==> src/rtl/instr_fetch_mem.sv <==
// Instruction memory with a program-load port and a single-entry fetch response register.
// Latency: one cycle from accepted request to resp_valid; one fetch per cycle while resp_ready=1.
// Backpressure: req_ready drops while a held response is not consumed or while a load is in progress.
module instr_fetch_mem #(
  parameter int               WIDTH = 16,
  parameter int               DEPTH = 16,
  parameter int               PC_W  = 16,
  parameter logic [WIDTH-1:0] NOP   = '0
) (
  input  logic                     clk,
  input  logic                     rst,
  input  logic                     ld_en,
  input  logic [$clog2(DEPTH)-1:0] ld_addr,
  input  logic [WIDTH-1:0]         ld_data,
  input  logic                     req_valid,
  output logic                     req_ready,
  input  logic [PC_W-1:0]          req_pc,
  output logic                     resp_valid,
  input  logic                     resp_ready,
  output logic [WIDTH-1:0]         resp_instr,
  output logic                     resp_err,
  input  logic                     flush,
  output logic [7:0]               err_cnt
);

  localparam int AW = $clog2(DEPTH);
  localparam int SH = $clog2(WIDTH / 8);
  // Low pc bits that must be zero for an aligned fetch (empty mask for byte-wide words).
  localparam logic [PC_W-1:0] ALIGN_MASK = PC_W'((1 << SH) - 1);
  localparam logic [PC_W-1:0] DEPTH_PC   = PC_W'(DEPTH);
  localparam logic [AW:0]     DEPTH_A    = (AW + 1)'(DEPTH);

  // Storage array is deliberately left without reset; the loaded bits gate readability.
  logic [WIDTH-1:0] r_mem [DEPTH];
  logic [DEPTH-1:0] r_loaded;

  logic             r_resp_valid;
  logic [WIDTH-1:0] r_resp_instr;
  logic             r_resp_err;
  logic [7:0]       r_err_cnt;

  logic             w_ld_ok;
  logic [PC_W-1:0]  w_idx;
  logic [AW-1:0]    w_mem_idx;
  logic             w_misal;
  logic             w_in_range;
  logic             w_err;
  logic             w_ready;
  logic             w_accept;

  // Out-of-range load addresses only exist when DEPTH is not a power of two.
  assign w_ld_ok    = ({1'b0, ld_addr} < DEPTH_A);

  assign w_idx      = req_pc >> SH;
  assign w_mem_idx  = w_idx[AW-1:0];
  assign w_misal    = (req_pc & ALIGN_MASK) != '0;
  assign w_in_range = (w_idx < DEPTH_PC);
  assign w_err      = w_misal | ~w_in_range | ~r_loaded[w_mem_idx];

  // Loads and fetches never share a cycle, so the read never races a same-cycle write.
  assign w_ready    = ~ld_en & (~r_resp_valid | resp_ready);
  assign w_accept   = req_valid & w_ready & ~flush;

  // Program-load write into the unreset storage array.
  always_ff @(posedge clk) begin
    if (ld_en && w_ld_ok) begin
      r_mem[ld_addr] <= ld_data;
    end
  end

  // Per-word loaded flags; reset makes old contents unreadable until reloaded.
  always_ff @(posedge clk or posedge rst) begin
    if (rst) begin
      r_loaded <= '0;
    end else if (ld_en && w_ld_ok) begin
      r_loaded[ld_addr] <= 1'b1;
    end
  end

  // Response register: capture on accept, drop on consume or flush, otherwise hold.
  always_ff @(posedge clk or posedge rst) begin
    if (rst) begin
      r_resp_valid <= 1'b0;
      r_resp_instr <= NOP;
      r_resp_err   <= 1'b0;
    end else if (w_accept) begin
      r_resp_valid <= 1'b1;
      r_resp_instr <= w_err ? NOP : r_mem[w_mem_idx];
      r_resp_err   <= w_err;
    end else if (flush || resp_ready) begin
      r_resp_valid <= 1'b0;
    end
  end

  // Saturating count of error responses captured.
  always_ff @(posedge clk or posedge rst) begin
    if (rst) begin
      r_err_cnt <= 8'd0;
    end else if (w_accept && w_err && (r_err_cnt != 8'hFF)) begin
      r_err_cnt <= r_err_cnt + 8'd1;
    end
  end

  assign req_ready  = w_ready;
  assign resp_valid = r_resp_valid;
  assign resp_instr = r_resp_instr;
  assign resp_err   = r_resp_err;
  assign err_cnt    = r_err_cnt;

endmodule

==> config.mk <==
export PLATFORM = sky130hd
export DESIGN_NAME = instr_fetch_mem
export DESIGN_NICKNAME = d
export VERILOG_FILES = /design/src/rtl/instr_fetch_mem.sv
export SDC_FILE = /design/constraint.sdc
export NUM_CORES = 1
export LEC_CHECK = 0
export CORE_ASPECT_RATIO = 1.75
export CORE_MARGIN = 4
export CORE_UTILIZATION = 64
export DETAILED_ROUTE_END_ITERATION = 6
export GPL_TIMING_DRIVEN = 0
export HOLD_SLACK_MARGIN = 0.05
export PLACE_DENSITY = 0.85
export SKIP_CTS_REPAIR_TIMING = 1
export SYNTH_ARGS = -nofsm -noshare
export SYNTH_HDL_FRONTEND = slang
export SYNTH_SLANG_ARGS = --single-unit
export TNS_END_PERCENT = 30
==> constraint.sdc <==
create_clock -name clk -period 6.27 [get_ports clk]
set_clock_uncertainty 0.2 [all_clocks]
set_input_delay 0.627 -clock clk [delete_from_list [all_inputs] [get_ports clk]]
set_output_delay 0.627 -clock clk [all_outputs]
set_load 0.01 [all_outputs]
==> results.cfg <==
[cts]
clockBufferDepth = 3
h-tree-depth = 1
clockRootBuffer = clkbuf_16
numCtsBuffers = 25
path_clk_slew_ns = 0.07
clk_latency_ns = 0.52
cts_tree = done
cts.sinks = 298

[die]
dieHeight_um = 187
fp-row-count = 65
core-area_mm2 = 0.0180
dieWidth_um = 110
die-area_mm2 = 0.0206
io_pins = 69
initial_core_util = 0.652

[drt]
wl_mm = 27.9
route.detailed.vias_per_inst = 6.69
drt_iter0_markers = 668
dr.pass1.iters = 5
routedWlPerCell_um = 29.8
num_vias = 6277
drc = 0
ant_nets = 0

[synth]
synth_area_mm2 = 0.0117
synth_edf_count = 256
ys_types = 45
ys.warnings.count = 0
synth-seq-area-share = 0.746
synthCells = 578
synth_nets = 621
synthFlopType = edfxtp_1
avgSynthCellArea_um2 = 20.3
synth_seq_cells = 298
synthArstFlopShare = 0.141

[pwr]
power_density_mw_per_mm2 = 306
ir_worst_vdd_v = 0.000200
p_leak_nw = 4.63

[sta]
finalHoldViolations = 0
min_period_ns = 3.19
worstMarginPinSlew_ns = 1.05
setup_viol = 0
hold_slack_ns = 0.274
rsz0062_at_grt = no
finalSetupTns_ns = 0
min_period_over_period = 0.508
fmax_mhz = 314
drv_slew = 0
slew_headroom = 0.299

[global_route]
grt_pass1_wl_mm = 41.6
grt_usage = 0.282
grt_pass1_vias = 6695
antenna_found_initial = 0
grt_max_degree = 43
grt.overflow.total = 0

[worst_setup_path]
cp.required_ns = 6.43
path_max_fanout = 10
start_kind = input port
critPathCaptureType = flip-flop
worst_ep_arrival_time_ns = 3.35
critPathKind = input port to flip-flop

[hold_path]
hold_class = flip-flop to flip-flop

[placed_design]
dp.final_hpwl_mm = 18.1
gp_congestion = 0.826
dpl.cell_count = 893
portBuffers = 63

[layout]
nNetsFinal = 729
final_cell_mix = edfxtp_1 (256), mux4_2 (66), clkdlybuf4s50_1 (63)
utilization = 0.767
fin_cells = 938
areaGrowthSynthToFinish_pct = 17.6
diodes = 0
layout_commonest_cell = edfxtp_1
drive_gt1_frac = 0.284

[outcome]
run_status = finished clean

[flow_run]
maxCapViolCount = 0
-- sequential cells by signal, indices dropped and copies added, names as in the netlist --
signal and flops:
err_cnt 8, resp_instr 16, r_loaded 16, resp_err 1, resp_valid 1, r_mem 256
-- synth_stat cells, drive strengths merged (4+ instances only) --
cell type	n	share of area
mux2	12	0.012
nor3	10	0.0043
buf	24	0.012
a21oi	10	0.0043
nand2	16	0.0051
o31ai	8	0.0051
nand2b	4	0.0021
a211oi	8	0.0051
nand3	6	0.0034
a2111oi	8	0.0081
or2	16	0.0085
nor2b	11	0.0059
mux4	66	0.13
a21o	8	0.0051
mux2i	18	0.015
nor4	5	0.0027
xnor2	4	0.0036
edfxtp	256	0.66
inv	4	0.0013
dfrtp	42	0.090
nor2	17	0.0054
clkbuf	9	0.0029
-- power breakdown --
group / internal, W / leakage [nW] / switching, W
registers: 0.00222 / 2.83 / 0.0000421
clock network: 0.000918 / 0.403 / 0.000695
logic: 0.000160 / 1.40 / 0.000176
total: 0.00330 / 4.63 / 0.000913
-- layout make-up --
class                   instances  area [um^2]
well taps                     234          293
inverters                       4         15.0
multi-input cells             243         2850
plain buffers                  33          174
flip-flops and latches        298         8740
repair buffers                 81          852
fillers                       922         4200
clock inverters                16          203
clock buffers                  29          651
-- per-layer routing --
layer / track usage / vias up / share of wire
li1: - / 2567 / -
met3: 0.0408 / 97 / 0.077
met1: 0.361 / 3202 / 0.33
met5: 0 / - / 0
met4: 0.131 / 0 / 0.057
met2: 0.475 / 411 / 0.53
-- logic make-up (layout without fill, tap and decap cells) --
group / after synthesis / count (layout) / share of synthesized area
flops: 298 / 298 / 0.746
mux: 96 / 96 / 0.154
simple gates: 92 / 92 / 0.0437
compound gates: 49 / 49 / 0.0344
buf+inv: 37 / 163 / 0.0161
xor+xnor: 5 / 5 / 0.00438
fa+ha+maj: 1 / 1 / 0.00107
-- per-stage QoR --
step	power (W)	setup slack (ns)	cell area, um^2
after floorplan	0.00248	3.11	11700
after global placement	0.00261	0.953	12600
after detailed placement	0.00263	2.77	12900
after CTS	0.00422	3.20	13800
after global routing	0.00434	3.00	13800
final	0.00421	3.08	13800
-- path summary, 6_finish.rpt --
check | end | cells after the start | slack [ns] | startpoint
max | resp_instr[1] | 7 | 3.08 | ld_en
min | r_loaded[5] | 1 | 0.27 | r_loaded[5]
min reg2reg | r_loaded[5] | 1 | 0.27 | r_loaded[5]
max reg2reg | resp_instr[1] | 7 | 3.35 | resp_valid
min in group asynchronous | resp_instr[9] | 2 | 0.44 | rst
max in group asynchronous | resp_instr[4] | 2 | 4.83 | rst
-- worst max-delay path, stage by stage --
cell	delay (ns)
clkdlybuf4s50_1	0.61
nor2b_1	0.10
nand3b_1	0.12
clkbuf_1	0.52
clkbuf_1	0.56
clkbuf_1	0.59
o31ai_1	0.20
(Power assumes the default switching activity.)
